$ cat config.mk
export PLATFORM = sky130hd
export DESIGN_NAME = hazard_ctrl
export DESIGN_NICKNAME = d
export VERILOG_FILES = /design/src/rtl/tinyriscv_pkg.sv /design/src/rtl/hazard_scoreboard.sv /design/src/rtl/hazard_ctrl.sv
export SDC_FILE = /design/constraint.sdc
export NUM_CORES = 1
export LEC_CHECK = 0
export ABC_AREA = 1
export CORE_AREA = 8 8 83 85
export DETAILED_ROUTE_END_ITERATION = 10
export DIE_AREA = 0 0 91 93
export GPL_TIMING_DRIVEN = 0
export PLACE_DENSITY = 0.82
export SYNTH_ARGS = -nofsm -noshare
export SYNTH_HDL_FRONTEND = slang
export SYNTH_SLANG_ARGS = --single-unit
$ cat constraint.sdc
create_clock -name clk -period 4.2 [get_ports clk]
set_input_delay 0.84 -clock clk [delete_from_list [all_inputs] [get_ports clk]]
set_output_delay 0.84 -clock clk [all_outputs]
set_load 0.05 [all_outputs]
$ cat src/rtl/tinyriscv_pkg.sv
// Shared types and constants for the tinyriscv pipeline control logic.
// Contents:
//   RegAddrW, NumRegs : GPR address width and register count
//   FlushCntW         : width of the post-jump flush down-counter
//   ctrl_state_e      : hazard controller state encoding (debug-visible)
//   reg_hit()         : non-x0 destination matches either decode source
package tinyriscv_pkg;

  localparam int RegAddrW  = 5;
  localparam int NumRegs   = 32;
  localparam int FlushCntW = 3;

  typedef enum logic [1:0] {
    RUN      = 2'd0,
    DIV_BUSY = 2'd1,
    FLUSH    = 2'd2,
    BUS_WAIT = 2'd3
  } ctrl_state_e;

  // x0 is never a real dependency, so a zero destination never matches.
  function automatic logic reg_hit(input logic [RegAddrW-1:0] rd,
                                   input logic [RegAddrW-1:0] rs1,
                                   input logic [RegAddrW-1:0] rs2);
    return (rd != '0) && ((rd == rs1) || (rd == rs2));
  endfunction

endpackage

$ cat src/rtl/hazard_scoreboard.sv
// Register scoreboard: one pending bit per GPR for loads still in flight.
// Ports:
//   clk, rst_n            : clock, synchronous active-low reset
//   set_en, set_addr      : mark a register pending (load issued)
//   clr_en, clr_addr      : clear a register (load data written back)
//   rd1_addr/rd1_pending  : combinational lookup port 1
//   rd2_addr/rd2_pending  : combinational lookup port 2
// A set and clear of the same register in one cycle leaves it pending,
// because the set belongs to a newer load. Bit 0 (x0) is constant 0.
module hazard_scoreboard
  import tinyriscv_pkg::*;
(
  input  logic                clk,
  input  logic                rst_n,
  input  logic                set_en,
  input  logic [RegAddrW-1:0] set_addr,
  input  logic                clr_en,
  input  logic [RegAddrW-1:0] clr_addr,
  input  logic [RegAddrW-1:0] rd1_addr,
  output logic                rd1_pending,
  input  logic [RegAddrW-1:0] rd2_addr,
  output logic                rd2_pending
);

  logic [NumRegs-1:0] pending;

  assign pending[0] = 1'b0;

  generate
    for (genvar gi = 1; gi < NumRegs; gi++) begin : g_bit
      logic bit_reg;
      logic set_hit;
      logic clr_hit;

      assign set_hit = set_en && (set_addr == RegAddrW'(gi));
      assign clr_hit = clr_en && (clr_addr == RegAddrW'(gi));

      always_ff @(posedge clk) begin
        if (!rst_n) begin
          bit_reg <= 1'b0;
        end else if (set_hit) begin
          bit_reg <= 1'b1;
        end else if (clr_hit) begin
          bit_reg <= 1'b0;
        end
      end

      assign pending[gi] = bit_reg;
    end
  endgenerate

  assign rd1_pending = pending[rd1_addr];
  assign rd2_pending = pending[rd2_addr];

endmodule

$ cat src/rtl/hazard_ctrl.sv
// Pipeline hazard and sequencing controller for the IF/ID/EX core.
// Tracks outstanding loads, detects RAW hazards at decode, and sequences
// divide stalls, jump flush windows and bus-arbiter stalls.
// Parameter:
//   FlushCycles (0..7) : extra cycles IF/ID stays flushed after a jump
// Build option:
//   HAZARD_FWD_EN : when defined, EX->ID forwarding exists and only load-use
//                   hazards stall; when undefined, a decode read of any
//                   non-x0 register written by the EX instruction also stalls.
// Ports:
//   clk, rst_n                        : clock, synchronous active-low reset
//   id_valid_i, id_reg{1,2}_raddr_i   : decode instruction and its sources
//   ex_we_i, ex_rd_i, ex_load_i       : EX destination / load issue
//   lsu_rsp_valid_i, lsu_rsp_rd_i     : load write-back
//   div_start_i, div_ready_i          : divider handshake
//   ex_jump_flag_i, bus_hold_i        : taken branch/jump, bus stall
//   hold_pc_o, hold_if_id_o, hold_id_ex_o, flush_if_id_o, flush_id_ex_o,
//   div_kill_o                        : pipeline controls (combinational)
//   state_o                           : current ctrl_state_e for debug
module hazard_ctrl
  import tinyriscv_pkg::*;
#(
  parameter int FlushCycles = 2
) (
  input  logic                clk,
  input  logic                rst_n,
  input  logic                id_valid_i,
  input  logic [RegAddrW-1:0] id_reg1_raddr_i,
  input  logic [RegAddrW-1:0] id_reg2_raddr_i,
  input  logic                ex_we_i,
  input  logic [RegAddrW-1:0] ex_rd_i,
  input  logic                ex_load_i,
  input  logic                lsu_rsp_valid_i,
  input  logic [RegAddrW-1:0] lsu_rsp_rd_i,
  input  logic                div_start_i,
  input  logic                div_ready_i,
  input  logic                ex_jump_flag_i,
  input  logic                bus_hold_i,
  output logic                hold_pc_o,
  output logic                hold_if_id_o,
  output logic                hold_id_ex_o,
  output logic                flush_if_id_o,
  output logic                flush_id_ex_o,
  output logic                div_kill_o,
  output logic [1:0]          state_o
);

  localparam logic [FlushCntW-1:0] FlushLoad = FlushCntW'(FlushCycles);
  // With no extra flush cycles a jump is fully handled in its own cycle.
  localparam ctrl_state_e JumpState = (FlushCycles > 0) ? FLUSH : RUN;

  ctrl_state_e          state_reg, state_next;
  logic [FlushCntW-1:0] cnt_reg, cnt_next;

  logic rs1_pending, rs2_pending;
  logic ex_rd_hit, load_set, load_use, stall;
  logic hold_pc, hold_if_id, hold_id_ex, flush_if_id, flush_id_ex, div_kill;

  assign load_set  = ex_load_i && ex_we_i && (ex_rd_i != '0);
  assign ex_rd_hit = ex_we_i && reg_hit(ex_rd_i, id_reg1_raddr_i, id_reg2_raddr_i);
  assign load_use  = id_valid_i && (rs1_pending || rs2_pending || (ex_load_i && ex_rd_hit));

`ifdef HAZARD_FWD_EN
  assign stall = load_use;
`else
  assign stall = load_use || (id_valid_i && ex_rd_hit);
`endif

  hazard_scoreboard u_scoreboard (
    .clk         (clk),
    .rst_n       (rst_n),
    .set_en      (load_set),
    .set_addr    (ex_rd_i),
    .clr_en      (lsu_rsp_valid_i),
    .clr_addr    (lsu_rsp_rd_i),
    .rd1_addr    (id_reg1_raddr_i),
    .rd1_pending (rs1_pending),
    .rd2_addr    (id_reg2_raddr_i),
    .rd2_pending (rs2_pending)
  );

  always_ff @(posedge clk) begin
    if (!rst_n) begin
      state_reg <= RUN;
      cnt_reg   <= '0;
    end else begin
      state_reg <= state_next;
      cnt_reg   <= cnt_next;
    end
  end

  always_comb begin
    state_next  = state_reg;
    cnt_next    = cnt_reg;
    hold_pc     = 1'b0;
    hold_if_id  = 1'b0;
    hold_id_ex  = 1'b0;
    flush_if_id = 1'b0;
    flush_id_ex = 1'b0;
    div_kill    = 1'b0;

    unique case (state_reg)
      // BUS_WAIT with the bus released behaves exactly like RUN, so both
      // share one decision tree; only the debug state differs.
      RUN, BUS_WAIT: begin
        if (ex_jump_flag_i) begin
          flush_if_id = 1'b1;
          flush_id_ex = 1'b1;
          cnt_next    = FlushLoad;
          state_next  = JumpState;
        end else if (bus_hold_i) begin
          hold_pc    = 1'b1;
          hold_if_id = 1'b1;
          hold_id_ex = 1'b1;
          state_next = BUS_WAIT;
        end else if (div_start_i) begin
          // The divide sits in EX from this cycle on, so hold immediately.
          hold_pc    = 1'b1;
          hold_if_id = 1'b1;
          hold_id_ex = 1'b1;
          state_next = DIV_BUSY;
        end else begin
          state_next = RUN;
          if (stall) begin
            hold_pc     = 1'b1;
            hold_if_id  = 1'b1;
            flush_id_ex = 1'b1;
          end
        end
      end

      DIV_BUSY: begin
        if (ex_jump_flag_i) begin
          div_kill    = 1'b1;
          flush_if_id = 1'b1;
          flush_id_ex = 1'b1;
          cnt_next    = FlushLoad;
          state_next  = JumpState;
        end else if (bus_hold_i) begin
          hold_pc    = 1'b1;
          hold_if_id = 1'b1;
          hold_id_ex = 1'b1;
          // Keep tracking the divide until its result is in.
          state_next = div_ready_i ? BUS_WAIT : DIV_BUSY;
        end else if (!div_ready_i) begin
          hold_pc    = 1'b1;
          hold_if_id = 1'b1;
          hold_id_ex = 1'b1;
        end else begin
          state_next = RUN;
          if (stall) begin
            hold_pc     = 1'b1;
            hold_if_id  = 1'b1;
            flush_id_ex = 1'b1;
          end
        end
      end

      FLUSH: begin
        if (ex_jump_flag_i) begin
          flush_if_id = 1'b1;
          flush_id_ex = 1'b1;
          cnt_next    = FlushLoad;
          state_next  = JumpState;
        end else begin
          flush_if_id = 1'b1;
          if (cnt_reg <= FlushCntW'(1)) begin
            cnt_next   = '0;
            state_next = RUN;
          end else begin
            cnt_next = cnt_reg - FlushCntW'(1);
          end
        end
      end

      default: begin
        state_next = RUN;
        cnt_next   = '0;
      end
    endcase
  end

  // Outputs are forced quiet during reset so a reset in the middle of a
  // divide or flush never produces a stray kill or flush pulse.
  assign hold_pc_o     = rst_n & hold_pc;
  assign hold_if_id_o  = rst_n & hold_if_id;
  assign hold_id_ex_o  = rst_n & hold_id_ex;
  assign flush_if_id_o = rst_n & flush_if_id;
  assign flush_id_ex_o = rst_n & flush_id_ex;
  assign div_kill_o    = rst_n & div_kill;
  assign state_o       = rst_n ? state_reg : RUN;

endmodule
# Word-level counts from Yosys, hierarchy flattened
# Cells that the tools add are included.
# W data, S select, Z words.
dict set report totals {
  regBits 36
  inputBits 30
  out_inout_bits 8
  elab_cells 327
}
dict set report op_classes {
  add_sub_neg 1
  n_lt_le_gt_ge 3
  eq_ne 70
  muxes 106
  bitwise 5
  n_reduce_logical 109
}
# op count
set ops {}
lappend ops {{$eq A5 B5 Y1 const B} 32}
lappend ops {{$mux W1} 86}
lappend ops {{$eq A5 B4 Y1 const B} 16}
lappend ops {{$logic_and A1 B1 Y1} 69}
lappend ops {{$reduce_bool A2 Y1} 31}
lappend ops {{$eq A5 B3 Y1 const B} 8}
lappend ops {{$eq A5 B2 Y1 const B} 4}
lappend ops {{$mux W2} 9}
lappend ops {{$lt A5 B6 Y1 const B} 2}
lappend ops {{$bmux W1 S5} 2}
lappend ops {{$eq A5 B1 Y1 const B} 2}
lappend ops {{$eq A5 B5 Y1} 2}
lappend ops {{$mux W3} 3}
lappend ops {{$pmux W1 S2} 3}
lappend ops {{$pmux W2 S3} 1}
lappend ops {{$pmux W3 S2} 1}
lappend ops {{$and A1 B1 Y1} 5}
lappend ops {{$reduce_bool A5 Y1} 1}
lappend ops {{$eq A2 B2 Y1 const B} 2}
lappend ops {{$logic_or A1 B1 Y1} 4}
lappend ops {{$ne A4 B4 Y1 const B} 1}
lappend ops {{$le A3 B1 Y1 const B} 1}
lappend ops {{$ne A3 B3 Y1 const B} 1}
lappend ops {{$pmux W1 S3} 1}
lappend ops {{7 further kinds} 7}

# Longest topological paths before layout
dict set report logic_depth {
  word_depth 14
  mapped_depth 15
}

# By module
# From an unflattened synthesis, not the netlist that was laid out.
dict set report unflattened {
  hier_cells 481
  area_unflattened_um2 2712.6
}
# mod instances cells_each area_per_inst_um2 seq_area_each_um2
set by_module_without_submodules {}
lappend by_module_without_submodules {hazard_scoreboard 1 356 2052.0 620.6}
lappend by_module_without_submodules {hazard_ctrl 1 125 660.6 100.1}

# Worst setup path before layout
# Ideal clock, no wire load.
dict set report synth_path {
  kind {input to output}
  from {input id_reg2_raddr_i[0]}
  to {output hold_pc_o}
  arrival_time_ns 2.768
  required_ns 3.360
  path_slack_ns 0.592
  stages 14
  path_buffers 3
  path_cell_list {buf_4 buf_2 nand2_1 nand3_1 nand2_1 nand2_1 nand3_1 nand3_1 nand2_1 nor2_1 nand2_1 nand2_1 o21ai_1 buf_4}
}
dict set report synth_via {
  elab_chain_cells 14
  word_cells_on_any_way 21
  cone_classes {eq/ne (1); mux (10); bitwise (1); reduce/logical (9)}
}
# item line
set synth_rtl {}
lappend synth_rtl {{from (decl)} hazard_ctrl.sv:29} ;# input logic [RegAddrW-1:0] id_reg2_raddr_i,
lappend synth_rtl {{parallel branches: the longest is 7 deep, another holds $bmux W1 S5} -}
lappend synth_rtl {{$logic_or A1 B1 Y1 *} hazard_ctrl.sv:66} ;# assign stall = load_use || (id_valid_i && ex_rd_hit);
lappend synth_rtl {{$mux W1 *} -}
lappend synth_rtl {{$mux W1 (on tied branches) (3 in a row)} -}
lappend synth_rtl {{$pmux W1 S2 *} -}
lappend synth_rtl {{$and A1 B1 Y1 *} -}
lappend synth_rtl {{to (decl)} hazard_ctrl.sv:39} ;# output logic hold_pc_o,
# Every way passes the cells marked *. The select of a mux whose other input is x is not followed.

# Worst setup path in the final report
dict set report layout_path {
  from {input id_reg1_raddr_i[0]}
  to {output hold_pc_o}
}
dict set report layout_via {
  elab_chain_cells 14
  word_cells_on_any_way 21
  cone_classes {eq/ne (1); mux (10); bitwise (1); reduce/logical (9)}
}
# item line
set layout_rtl {}
lappend layout_rtl {{from (decl)} hazard_ctrl.sv:28} ;# input logic [RegAddrW-1:0] id_reg1_raddr_i,
lappend layout_rtl {{parallel branches: the longest is 7 deep, another holds $bmux W1 S5} -}
lappend layout_rtl {{$logic_or A1 B1 Y1 *} hazard_ctrl.sv:66}
lappend layout_rtl {{$mux W1 *} {hazard_ctrl.sv:124, hazard_ctrl.sv:151}}
lappend layout_rtl {{$mux W1 (on tied branches)} {hazard_ctrl.sv:145, hazard_ctrl.sv:116}}
lappend layout_rtl {{$mux W1 (on tied branches)} {hazard_ctrl.sv:139, hazard_ctrl.sv:111}}
lappend layout_rtl {{$mux W1 (on tied branches)} {hazard_ctrl.sv:133, hazard_ctrl.sv:106}}
lappend layout_rtl {{$pmux W1 S2 *} hazard_ctrl.sv:102} ;# unique case (state_reg)
lappend layout_rtl {{$and A1 B1 Y1 *} hazard_ctrl.sv:185} ;# assign hold_pc_o = rst_n & hold_pc;
# Marked as above.

==> summary.txt <==
Run status
  – Status: finished clean

Cells and area
  – Syn-to-layout area delta: 19.56%
  – Nets: between 500 and 600
  – Share of cells above drive strength 1: under 10%
  – Largest register FFs: 31
  – Fin cells: between 500 and 600
  – Final Util: a little under three fifths
  – Commonest non-fill, non-tap cells in the layout: 131 x nand2_1, 59 x inv_1, 48 x nand3_1, 36 x o21ai_0, 36 x dfxtp_1
  – # diodes: 0
  – Fillers: 581
  – Commonest non-fill, non-tap cell in the layout: nand2_1

Power and ir drop
  – Leak: 0.001405 uW
  – Clk network pwr share: between 20% and 30%
  – VDD IR max: 270.2 uV
  – Part of the power in registers: 37.8%
  – Logic pwr share: approximately 36%
  – Internal power: slightly above 600 uW
  – NetSw: 350.5 uW
  – Sw frac: a little over a third
  – Power Dens Cells: 298.3 nW/um^2
  – Pwr Total: around 960 uW

Synthesis
  – Synth Area in XOR/XNOR: 2.595%
  – Post-Synthesis Cells: about 460
  – Synth Area in Simple Gates: a little over a third
  – Mux contribution to synthesized area: 0%
  – Yosys reg bits: 36
  – Synth warn: 0
  – Sequential share of the synthesized area: 26.69%
  – Syn avg cell area: 5.921 um^2
  – Largest family of logic cells by synthesized area: simple AND/OR/NAND/NOR gates
  – Mapped Area: about 2700 um^2
  – Synth cell types: 36
  – Syn_nets: just under 500
  – Synthesized-area fraction occupied by adder cells: under 10%
  – Compound-gate portion of the synthesized area: between 20% and 30%

Setup path
  – Worst-path cell chain: clkdlybuf4s50_1 > inv_2 > buf_2 > a21oi_1 > o21ai_1 > nand3_1 > nand3_1 > a21o_1 > nand2_1 > nand2_1 > o21ai_1 > buf_4 > dlygate4sd2_1
  – Crit path launch type: input pin
  – Arrival time worst endpoint: 3.17 ns
  – Depth of the worst register-to-register path: 10
  – Crit path max fanout: 10
  – Crit end category: primary output
  – Reg2reg start: cnt_reg[1]$_SDFFE_PN0P_
  – Flop2flop setup slack: 2.65 ns
  – Worst setup path class: in2out
  – CP max stage delay: about 0.52 ns
  – Worst path required time: 3.36 ns
  – Critical Path Start: id_reg1_raddr_i[0]
  – Worst Setup EP: hold_pc_o
  – Worst r2r dst: state_reg[1]$_SDFFE_PN0P_
  – Critical path's slowest cell: dlygate4sd2_1

Clock network
  – Clock Latency Late Sink: about 0.29 ns
  – Total clock buffers created by CTS: 5
  – Root buf cell: clkbuf_8
  – Clock sink total: 36
  – Hold bufs inserted after CTS: 0
  – Reg clk slew, reported paths: roughly 0.070 ns
  – Bufs on Longest Clock Path: 2
  – Htree depth: 2
  – CTS tree: done

Global route
  – Vias in the first global route: ~3000
  – First-pass GRT wire length: roughly 14 mm
  – Pin count of the biggest net entering global routing: 11
  – GRT Total Usage: 19.83%
  – Total gr overflow: 0
  – Initial antenna violation count: 0

STA
  – Min cycle time layout: about 4 ns
  – Slew headroom: ~58%
  – Max-slew violation count: 0
  – Setup repair after global routing missed its margin: no
  – Fmax: ~250 MHz
  – Period Utilization, post-route: a little over nine tenths
  – Endpoints failing setup: 0
  – Slew @ Worst Pin: 0.6243 ns
  – Clock skew: about 0.00067 ns
  – Hold Fails Final Rpt: 0

Detailed routing
  – Drt first pass iters: 5
  – DR iter-0 viols: approximately 300
  – Vias per cell: between 5 and 6
  – Antenna Nets Post-Route: 0
  – Detailed Route WL: 8.445 mm
  – # DRC: 0
  – Average routed wire per standard cell: about 15 um
  – Via count: around 3100

Floorplanning
  – Top Ports: 38
  – Standard-cell rows: 28
  – Core area: 5675 um^2
  – Die ar.: 8463 um^2
  – Effective utilization at floorplan: 47.57%
  – Die width: ~90 um
  – Die height: a little over 90 um

Placed design
  – Detailed-placement wirelength estimate: about 6.7 mm
  – I/O Buffers: 34
  – Placed insts: roughly 570
  – Final GP Congestion: about 1.0

Flow run
  – Max_cap viols: 0

Min path
  – Worst Hold Class: reg2reg
==> logic make-up (layout without fill, tap and decap cells) <==
| kind of cell | after synthesis | in the layout |
|---|---|---|
| and+or+nand+nor | 230 | 230 |
| AOI/OAI and AO/OA | 95 | 95 |
| buffers and inverters | 83 | 125 |
| DFF | 36 | 36 |
| xor gates and xnor gates | 8 | 8 |
| adders and majority gates | 4 | 4 |
==> what timing repair did <==
item	CTS	global route
setup endpoints to repair	1	2
buffers inserted	0	0
pin swaps	0	0
gates resized for setup	1	2
==> final cells by class <==
cell class / instances / area (um^2) / share of cell area (%)
clock buffers: 8 / 90.09 / 2.791
flip-flops and latches: 36 / 720.7 / 22.33
repair buffers: 34 / 344.1 / 10.66
multi-input cells: 337 / 1629 / 50.46
plain buffers: 16 / 98.84 / 3.062
inverters: 67 / 251.5 / 7.791
well taps: 75 / 93.84 / 2.907
==> worst min-delay path by stage <==
stage | end | depth (start not counted) | start
after floorplan | u_scoreboard.g_bit[31].bit_reg$_SDFFE_PN0P_ | 2 | u_scoreboard.g_bit[31].bit_reg$_SDFFE_PN0P_
after global placement | u_scoreboard.g_bit[16].bit_reg$_SDFFE_PN0P_ | 2 | u_scoreboard.g_bit[16].bit_reg$_SDFFE_PN0P_
after detailed placement | u_scoreboard.g_bit[16].bit_reg$_SDFFE_PN0P_ | 2 | u_scoreboard.g_bit[16].bit_reg$_SDFFE_PN0P_
after CTS | u_scoreboard.g_bit[27].bit_reg$_SDFFE_PN0P_ | 2 | u_scoreboard.g_bit[27].bit_reg$_SDFFE_PN0P_
after global routing | u_scoreboard.g_bit[27].bit_reg$_SDFFE_PN0P_ | 2 | u_scoreboard.g_bit[27].bit_reg$_SDFFE_PN0P_
final | u_scoreboard.g_bit[27].bit_reg$_SDFFE_PN0P_ | 2 | u_scoreboard.g_bit[27].bit_reg$_SDFFE_PN0P_
==> power groups by stage <==
stage / Combinational (uW) / Sequential (uW) / Clock [uW]
finish: 344 / 364 / 254
global route: 373 / 365 / 273
CTS: 342 / 364 / 258
detailed placement: 342 / 372 / 0
global placement: 336 / 371 / 0
floorplan: 230 / 369 / 0
==> worst max-delay path, delay by kind of cell <==
kind | cells | cell delay (ns)
buffers and inverters | 5 | 1.37
AO/OA/AOI/OAI | 4 | 0.56
AND/OR/NAND/NOR | 4 | 0.39
==> synth_stat cells, drive strengths merged <==
master,instances,area share (%)
a2111oi,1,0.32
a211oi,2,0.56
a21o,1,0.28
a21oi,44,9.5
a22oi,1,0.28
a31oi,1,0.23
and2,1,0.23
buf,13,3.2
clkbuf,3,0.42
clkinv,1,0.14
dfxtp,36,27
ha,4,1.9
inv,66,9.2
nand2,141,21
nand3,48,8.9
nor2,35,5.1
nor3,1,0.19
o211ai,1,0.28
o21ai,39,7.2
o21bai,1,0.28
o22ai,2,0.46
o31ai,1,0.28
o32ai,1,0.32
or2,4,0.93
xnor2,4,1.3
xor2,4,1.3
==> per-stage QoR <==
step | area [um^2] | TNS, ns | hold WS [ns] | worst slack [ns]
3_3_place_gp | 3134 | -0.04448 | 0.4525 | -0.04448
4_1_cts | 3223 | 0 | 0.4756 | 0.006145
3_5_place_dp | 3134 | -0.06311 | 0.4637 | -0.06311
6_report | 3228 | 0 | 0.4755 | 0.1872
5_1_grt | 3228 | 0 | 0.5008 | 0.05330
2_1_floorplan | 2700 | 0 | 0.4389 | 0.5920
==> metal layers <==
layer	wire length, um	track usage, %	part of all wire (%)	vias up
li1	-	-	-	1538
met1	3518	22.97	42	1410
met2	4049	33.98	48	173
met3	668	3.926	7.9	22
met4	209	10.50	2.5	0
met5	0	0	0	-
No activity file was read; power rests on OpenSTA's default activity.
